### config.mk
export PLATFORM = sky130hd
export DESIGN_NAME = pipeline_hazard_ctrl
export DESIGN_NICKNAME = d
export VERILOG_FILES = /design/src/rtl/pipe_ctrl_pkg.sv /design/src/rtl/load_use_detect.sv /design/src/rtl/pipeline_hazard_ctrl.sv
export SDC_FILE = /design/constraint.sdc
export NUM_CORES = 1
export LEC_CHECK = 0
export CAP_MARGIN = 20
export CORE_UTILIZATION = 25
export CTS_BUF_LIST = sky130_fd_sc_hd__clkbuf_4 sky130_fd_sc_hd__clkbuf_8
export DETAILED_ROUTE_END_ITERATION = 8
export DONT_BUFFER_PORTS = 1
export PLACE_DENSITY = 0.42
export SLEW_MARGIN = 10
export SYNTH_ARGS = -nofsm -noshare
export SYNTH_HDL_FRONTEND = slang
export SYNTH_HIERARCHICAL = 1
export SYNTH_SLANG_ARGS = --single-unit
### constraint.sdc
create_clock -name clk -period 3.25 [get_ports clk]
set_input_delay 0.8125 -clock clk [delete_from_list [all_inputs] [get_ports clk]]
set_output_delay 0.8125 -clock clk [all_outputs]
set_load 0.05 [all_outputs]
### src/rtl/pipe_ctrl_pkg.sv
// Shared types and constants for the pipeline stall/flush controller.
package pipe_ctrl_pkg;

  typedef enum logic [1:0] {
    RUN      = 2'd0,
    MEM_WAIT = 2'd1,
    FAULT    = 2'd2
  } pipe_ctrl_state_t;

  localparam logic [4:0] REG_X0 = 5'd0;

endpackage

### src/rtl/load_use_detect.sv
// Load-use comparator: a load in EX whose destination is read by the ID
// instruction. Writes to x0 never create a dependency.
module load_use_detect (
  input  logic       memread_ex,
  input  logic [4:0] rd_ex,
  input  logic [4:0] rs1_id,
  input  logic [4:0] rs2_id,
  input  logic       uses_rs1_id,
  input  logic       uses_rs2_id,
  output logic       load_use
);
  import pipe_ctrl_pkg::*;

  assign load_use = memread_ex && (rd_ex != REG_X0) &&
                    ((uses_rs1_id && (rs1_id == rd_ex)) ||
                     (uses_rs2_id && (rs2_id == rd_ex)));

endmodule

### src/rtl/pipeline_hazard_ctrl.sv
// Central stall/flush controller for the 5-stage core.
//
//   state    | meaning
//   ---------+-----------------------------------------------------------
//   RUN      | normal flow; branch / load-use handling, new mem requests
//   MEM_WAIT | data memory has not answered; whole pipe held
//   FAULT    | memory never answered within the timeout; held until reset
module pipeline_hazard_ctrl #(
  parameter int TIMEOUT_CYCLES = 64,
  parameter int CNT_W          = 32
) (
  input  logic             clk,
  input  logic             rst,
  input  logic             MEMREAD_EX,
  input  logic [4:0]       RD_EX,
  input  logic [4:0]       RS1_ID,
  input  logic [4:0]       RS2_ID,
  input  logic             USES_RS1_ID,
  input  logic             USES_RS2_ID,
  input  logic             BRANCH_TAKEN_EX,
  input  logic             MEMREAD_MEM,
  input  logic             MEMWRITE_MEM,
  input  logic             DMEM_READY,
  output logic             DMEM_REQ,
  output logic             STALL_IF,
  output logic             STALL_ID,
  output logic             STALL_EX,
  output logic             STALL_MEM,
  output logic             FLUSH_ID,
  output logic             FLUSH_EX,
  output logic             FLUSH_WB,
  output logic             MEM_FAULT,
  output logic [CNT_W-1:0] STALL_COUNT,
  output logic [CNT_W-1:0] FLUSH_COUNT
);
  import pipe_ctrl_pkg::*;

  localparam int                WAIT_W    = $clog2(TIMEOUT_CYCLES + 1);
  localparam logic [WAIT_W-1:0] WAIT_LAST = WAIT_W'(TIMEOUT_CYCLES - 1);

  pipe_ctrl_state_t  state, state_nxt;
  logic [WAIT_W-1:0] wait_cnt;
  logic              mem_fault;
  logic [CNT_W-1:0]  stall_cnt, flush_cnt;
  logic              access, load_use, mem_busy;

  load_use_detect u_load_use (
    .memread_ex  (MEMREAD_EX),
    .rd_ex       (RD_EX),
    .rs1_id      (RS1_ID),
    .rs2_id      (RS2_ID),
    .uses_rs1_id (USES_RS1_ID),
    .uses_rs2_id (USES_RS2_ID),
    .load_use    (load_use)
  );

  assign access = MEMREAD_MEM | MEMWRITE_MEM;

  // A miss either starts in RUN or continues in MEM_WAIT; the READY cycle itself is not a stall.
  assign mem_busy = !DMEM_READY &&
                    (((state == RUN) && access) || (state == MEM_WAIT));

  // State register, wait counter, sticky fault flag.
  always_ff @(posedge clk or negedge rst) begin
    if (!rst) begin
      state     <= RUN;
      wait_cnt  <= '0;
      mem_fault <= 1'b0;
    end else begin
      state <= state_nxt;
      if ((state != MEM_WAIT) && (state_nxt == MEM_WAIT))
        wait_cnt <= '0;
      else if ((state == MEM_WAIT) && !DMEM_READY)
        wait_cnt <= wait_cnt + WAIT_W'(1);
      if (state_nxt == FAULT)
        mem_fault <= 1'b1;
    end
  end

  // Next-state selection.
  always_comb begin
    state_nxt = state;
    case (state)
      RUN:      if (access && !DMEM_READY) state_nxt = MEM_WAIT;
      MEM_WAIT: begin
        if (DMEM_READY)                state_nxt = RUN;
        else if (wait_cnt == WAIT_LAST) state_nxt = FAULT;
      end
      FAULT:    state_nxt = FAULT;
      default:  state_nxt = RUN;
    endcase
  end

  // Mealy hazard outputs; priority memory wait > taken branch > load-use, all forced low in reset.
  always_comb begin
    DMEM_REQ  = 1'b0;
    STALL_IF  = 1'b0;
    STALL_ID  = 1'b0;
    STALL_EX  = 1'b0;
    STALL_MEM = 1'b0;
    FLUSH_ID  = 1'b0;
    FLUSH_EX  = 1'b0;
    FLUSH_WB  = 1'b0;
    if (rst) begin
      if (state == FAULT) begin
        STALL_IF  = 1'b1;
        STALL_ID  = 1'b1;
        STALL_EX  = 1'b1;
        STALL_MEM = 1'b1;
        FLUSH_WB  = 1'b1;
      end else begin
        DMEM_REQ = access;
        if (mem_busy) begin
          STALL_IF  = 1'b1;
          STALL_ID  = 1'b1;
          STALL_EX  = 1'b1;
          STALL_MEM = 1'b1;
          FLUSH_WB  = 1'b1;
        end else if (BRANCH_TAKEN_EX) begin
          FLUSH_ID = 1'b1;
          FLUSH_EX = 1'b1;
        end else if (load_use) begin
          STALL_IF = 1'b1;
          STALL_ID = 1'b1;
          FLUSH_EX = 1'b1;
        end
      end
    end
  end

  // Performance counters, free-running and wrapping.
  always_ff @(posedge clk or negedge rst) begin
    if (!rst) begin
      stall_cnt <= '0;
      flush_cnt <= '0;
    end else begin
      if (STALL_IF) stall_cnt <= stall_cnt + CNT_W'(1);
      if (FLUSH_ID) flush_cnt <= flush_cnt + CNT_W'(1);
    end
  end

  assign MEM_FAULT   = mem_fault;
  assign STALL_COUNT = stall_cnt;
  assign FLUSH_COUNT = flush_cnt;

endmodule

# Word level (Yosys, flattened, before mapping)
# Cells that the tools add are included.
# classes
add_sub_neg	3
eq_ne	8
n_mux	24
n_bitwise	1
reduce_logical	15
# op_table
operator	count
adder 32 x 1 -> 32 bit, second input constant	2
2-to-1 mux 1 bit	18
2-to-1 mux 7 bit	2
equality test 5 bit	2
logical AND 1 bit	9
adder 7 x 1 -> 7 bit, second input constant	1
equality test 7 x 6 -> 1 bit, second input constant	1
2-to-1 mux 2 bit	3
case mux 2 bit (3 select lines)	1
nonzero test 5 bit	1
equality test 2 x 1 -> 1 bit, second input constant	2
equality test 2 bit, second input constant	2
logical NOT 2 bit	1
logical OR 1 bit	2
!= test 2 x 1 -> 1 bit, second input constant	1
nonzero test 2 bit	1
logical NOT 1 bit	1
OR 1 bit	1
# totals
register_bits	74

# Longest topological paths before layout
# depth
word_depth	9
mapped_depth	10

# Modules after synthesis
# Netlist, hierarchy kept.
# by_module_without_submodules
module	instances	cells_per_inst	area_each_um2
pipeline_hazard_ctrl	1	313	3449.6
load_use_detect	1	17	133.9

# Worst setup path after synthesis
# Ideal clock, no wire load.
# synth_path
path_type	input-to-output
startpoint	in RD_EX[0]
endpoint	out STALL_IF
arrival_time_ns	2.529
setup_slack_ns	-0.091
path_stages	9
path_buffers	1
cell_sequence	xor2_1 > nor4_2 > nand3_1 > a21oi_1 > nand2b_1 > o311a_1 > nand2b_1 > inv_1 > buf_4
# synth_between
elab_chain_cells	9
word_cells_on_any_way	13
cone_classes	eq/ne (2); mux (5); reduce/logical (6)
# synth_rtl
element	line	text
start, declared	pipeline_hazard_ctrl.sv:15	input logic [4:0] RD_EX,
equality test 5 bit (on tied branches)	load_use_detect.sv:15, load_use_detect.sv:16	
logical AND 1 bit (on tied branches)	load_use_detect.sv:15, load_use_detect.sv:16	
logical OR 1 bit	load_use_detect.sv:15	((uses_rs1_id && (rs1_id == rd_ex)) ||
logical AND 1 bit *	load_use_detect.sv:14	assign load_use = memread_ex && (rd_ex != REG_X0) &&
named net load_use	pipeline_hazard_ctrl.sv:45	logic access, load_use, mem_busy;
2-to-1 mux 1 bit * (5 in series)	n/a	
end, declared	pipeline_hazard_ctrl.sv:25	output logic STALL_IF,
# The timed path passes the listed nets; every way through them passes the cells marked *.

# Worst setup path in the final report
# layout_path
startpoint	in RD_EX[1]
endpoint	out STALL_IF
# The elaborated chain is that of the path after synthesis.

==> metrics.md <==
| Metric | Value |
|---|---|
| Outcome | finished, final reports clean |
| Worst Setup Start Kind | primary input |
| Reg2reg start | STALL_COUNT[4] |
| Max_slew headroom | 0.5711 |
| Number of hold violations in the final report | 0 |
| CP Class | in -> out |
| Placement Cell Area | 3910 um^2 |
| Ys flop type | dfrtp_1 |
| Die area | 14820 um^2 |
| Post-synth top area share | 0.5168 |
| Clock slew at reported path FFs | 0.08 ns |
| Die Span Y | 121.7 um |
| Drt wl/cell | 15.27 um |
| Post-synth EDFFs | 0 |
| Remaining antenna violation count | 0 |
| Post-synthesis sequential area ratio | 0.5168 |
| Total number of vias | 2453 |
| Antenna cells | 0 |
| Clock Sinks | 74 |
| TritonCTS Buffers | 9 |
| Period utilisation layout | 0.9413 |
| H-tree depth | 3 |
| Total power | 0.002371 W |
| Commonest non-fill, non-tap cells in the layout | dfrtp_1 (74), xnor2_1 (44), xor2_1 (33), nand2_1 (30), nand3_1 (22) |
| Max_cap viols | 0 |
| Slowest cell on the critical path | or4_1 |
| RSZ-0062 raised after global routing | no |
| CTS tree | done |
| FILL cells | 1423 |
| Total congestion overflow | 0 |
| Tmin final | 3.059 ns |
| Post-synth top area cell | dfrtp_1 |
| Hold WS | 0.1434 ns |
| Clock buffer depth | 2 |
| Synthesized Nets | 357 |
| Final setup skew | 0.008988 ns |
| Post-route cell area | 4119 um^2 |
| Final net count | 377 |
| Setup tns final | 0 ns |
| Cell Area, Synth | 3583 um^2 |
| Switching part of the total power | 0.3451 |
| Crit path max fanout | 3 |
| Core area | 13930 um^2 |
| CP cell instances | or4_1 > o21ai_1 > a21oi_1 > nand2b_1 > o311a_1 > nand2b_4 > clkinvlp_4 > buf_12 |
| CTS Root Cell | clkbuf_8 |
| Pleak | 1.815 nW |
| Drt initial violations | 92 |
| Worst path required time | 2.44 ns |
| Switch Pwr | 0.0008185 W |
| Worst setup EP type | output port |
| Ports | 97 |
| Synth area leaders | dfrtp_1 (52%), xnor2_1 (11%), xor2_1 (8.1%) |
| PwrDens | 575.7 nW/um^2 |
| Vias in the first global route | 2499 |
| Post-synthesis cell count | 330 |
| Via-per-instance ratio | 4.585 |
| Final HPWL DP | 5816 um |
| FMAX | 326.9 MHz |
| DRT Pass-1 Iters | 4 |
| Initial Utilization | 0.2572 |
| Final Max Tran Viols | 0 |
| Routability-driven placement congestion ratio | 0.7240 |
| CP max stage delay | 0.51 ns |
| Hold crit path type | in -> async |
| Internal | 0.001553 W |
| Pin count of the biggest net entering global routing | 80 |
| GRT Total Usage | 0.1181 |
| Post-CTS Hold Fix Bufs | 0 |
| Worst VDD drop | 0.2337 mV |
| Worst slew pin tran | 0.6433 ns |
| DRT Wirelength | 8170 um |
| #FFs+latches synth | 74 |
| Antenna violations before repair | 0 |
| Crit path DAT | 2.25 ns |
| Syn-to-layout area delta | 14.94% |
| Avg Cell Area, Syn | 10.86 um^2 |
| Clk pwr share | 0.325 |
| Post-cts gate resize count | 0 |
| Sequential share of power | 0.527 |
| Layout Utilization | 0.2956 |
| Post-CTS setup repair buffer count | 0 |
| Cell row count | 43 |
| Most common library cell in the layout ignoring fill and taps | dfrtp_1 |
| Share of cells above drive strength 1 | 0.1408 |
| Synth warnings | 6 |
| Async SR Flop Fraction | 1.000 |
| Skew-Pair Late Insertion Delay | 0.35 ns |
| DRC | 0 |
| Post-synth cell types | 40 |
| Die span in x | 121.7 um |
| Gate power share | 0.148 |
| Port buffer count | 0 |
| First-pass GRT wire length | 13220 um |
| Critical Path Source | RD_EX[1] |
| Final setup viols | 0 |
cell families (layout without fill, tap and decap cells):
logic type,after synthesis,after routing,share of synthesized area
AO/OA/AOI/OAI,11,11,0.02025
XOR/XNOR,77,77,0.1882
adder cells (fa/ha/maj),3,3,0.01048
buffers and inverters,13,38,0.01920
flip-flops,74,74,0.5168
multiplexers,2,2,0.006284
AND/OR/NAND/NOR,150,150,0.2388
metrics by stage:
| step | setup slack [ns] | cells |
|---|---|---|
| after floorplan | -0.03595 | 330 |
| after global placement | 0.1900 | 519 |
| after detailed placement | 0.1906 | 519 |
| after CTS | 0.1834 | 535 |
| after global routing | 0.08657 | 535 |
| final | 0.1908 | 535 |
cell usage after synthesis (all sizes together) (3+ instances only):
library cell  instances
nand3                23
nor3                 15
xnor2                44
dfrtp                74
a21oi                 3
nor2                 20
o21ai                 3
ha                    3
xor2                 33
nand2                30
nand2b                5
or3                   5
and3                 12
clkbuf                3
buf                   5
inv                   5
or4                   3
nor4                  6
nand4                16
and4                  4
and2                  4
sequential cells by signal (all words and copies together), names as in the netlist:
signal,flops
wait_cnt,7
MEM_FAULT,1
state,2
FLUSH_COUNT,32
STALL_COUNT,32
area by class of cell:
cell class | instances | area, um^2 | area share
Clock inverter | 2 | 35.03 | 0.008505
Multi-Input combinational cell | 243 | 1670 | 0.4055
Tap cell | 180 | 225.2 | 0.05468
Timing Repair Buffer | 17 | 140.1 | 0.03402
Inverter | 5 | 22.52 | 0.005468
Sequential cell | 74 | 1852 | 0.4496
Clock buffer | 14 | 173.9 | 0.04222
worst max-delay path, delay by kind of cell:
kind	cells	cell delay, ns
AOI/OAI and AO/OA	3	0.42
and+or+nand+nor	3	0.76
buffers and inverters	2	0.27
worst paths after layout:
kind / endpoint / slack, ns / depth (start not counted)
worst max-delay path: STALL_IF / 0.19 / 8
worst min-delay path: STALL_COUNT[16] / 0.14 / 0
worst max register to register: STALL_COUNT[26] / 0.88 / 6
worst min register to register: wait_cnt[6] / 0.54 / 2
max in group asynchronous: FLUSH_COUNT[2] / 2.99 / 0
min in group clk: wait_cnt[6] / 0.54 / 2
per-layer routing:
layer,part of all wire,up-vias,global-route usage
met5,0,-,0
met4,0.015,0,0.04861
met3,0.089,11,0.05290
met2,0.45,84,0.1726
met1,0.44,1189,0.1503
li1,-,1169,-
power groups by stage:
| stage | sequential (W) | combinational [W] | clock [W] |
|---|---|---|---|
| after floorplan | 0.00134 | 0.000177 | 0 |
| after global placement | 0.00127 | 0.000352 | 0 |
| after detailed placement | 0.00127 | 0.000359 | 0 |
| after CTS | 0.00125 | 0.000360 | 0.000814 |
| after global routing | 0.00127 | 0.000386 | 0.000853 |
| final | 0.00125 | 0.000352 | 0.000770 |
No activity file was read; power rests on OpenSTA's default activity.
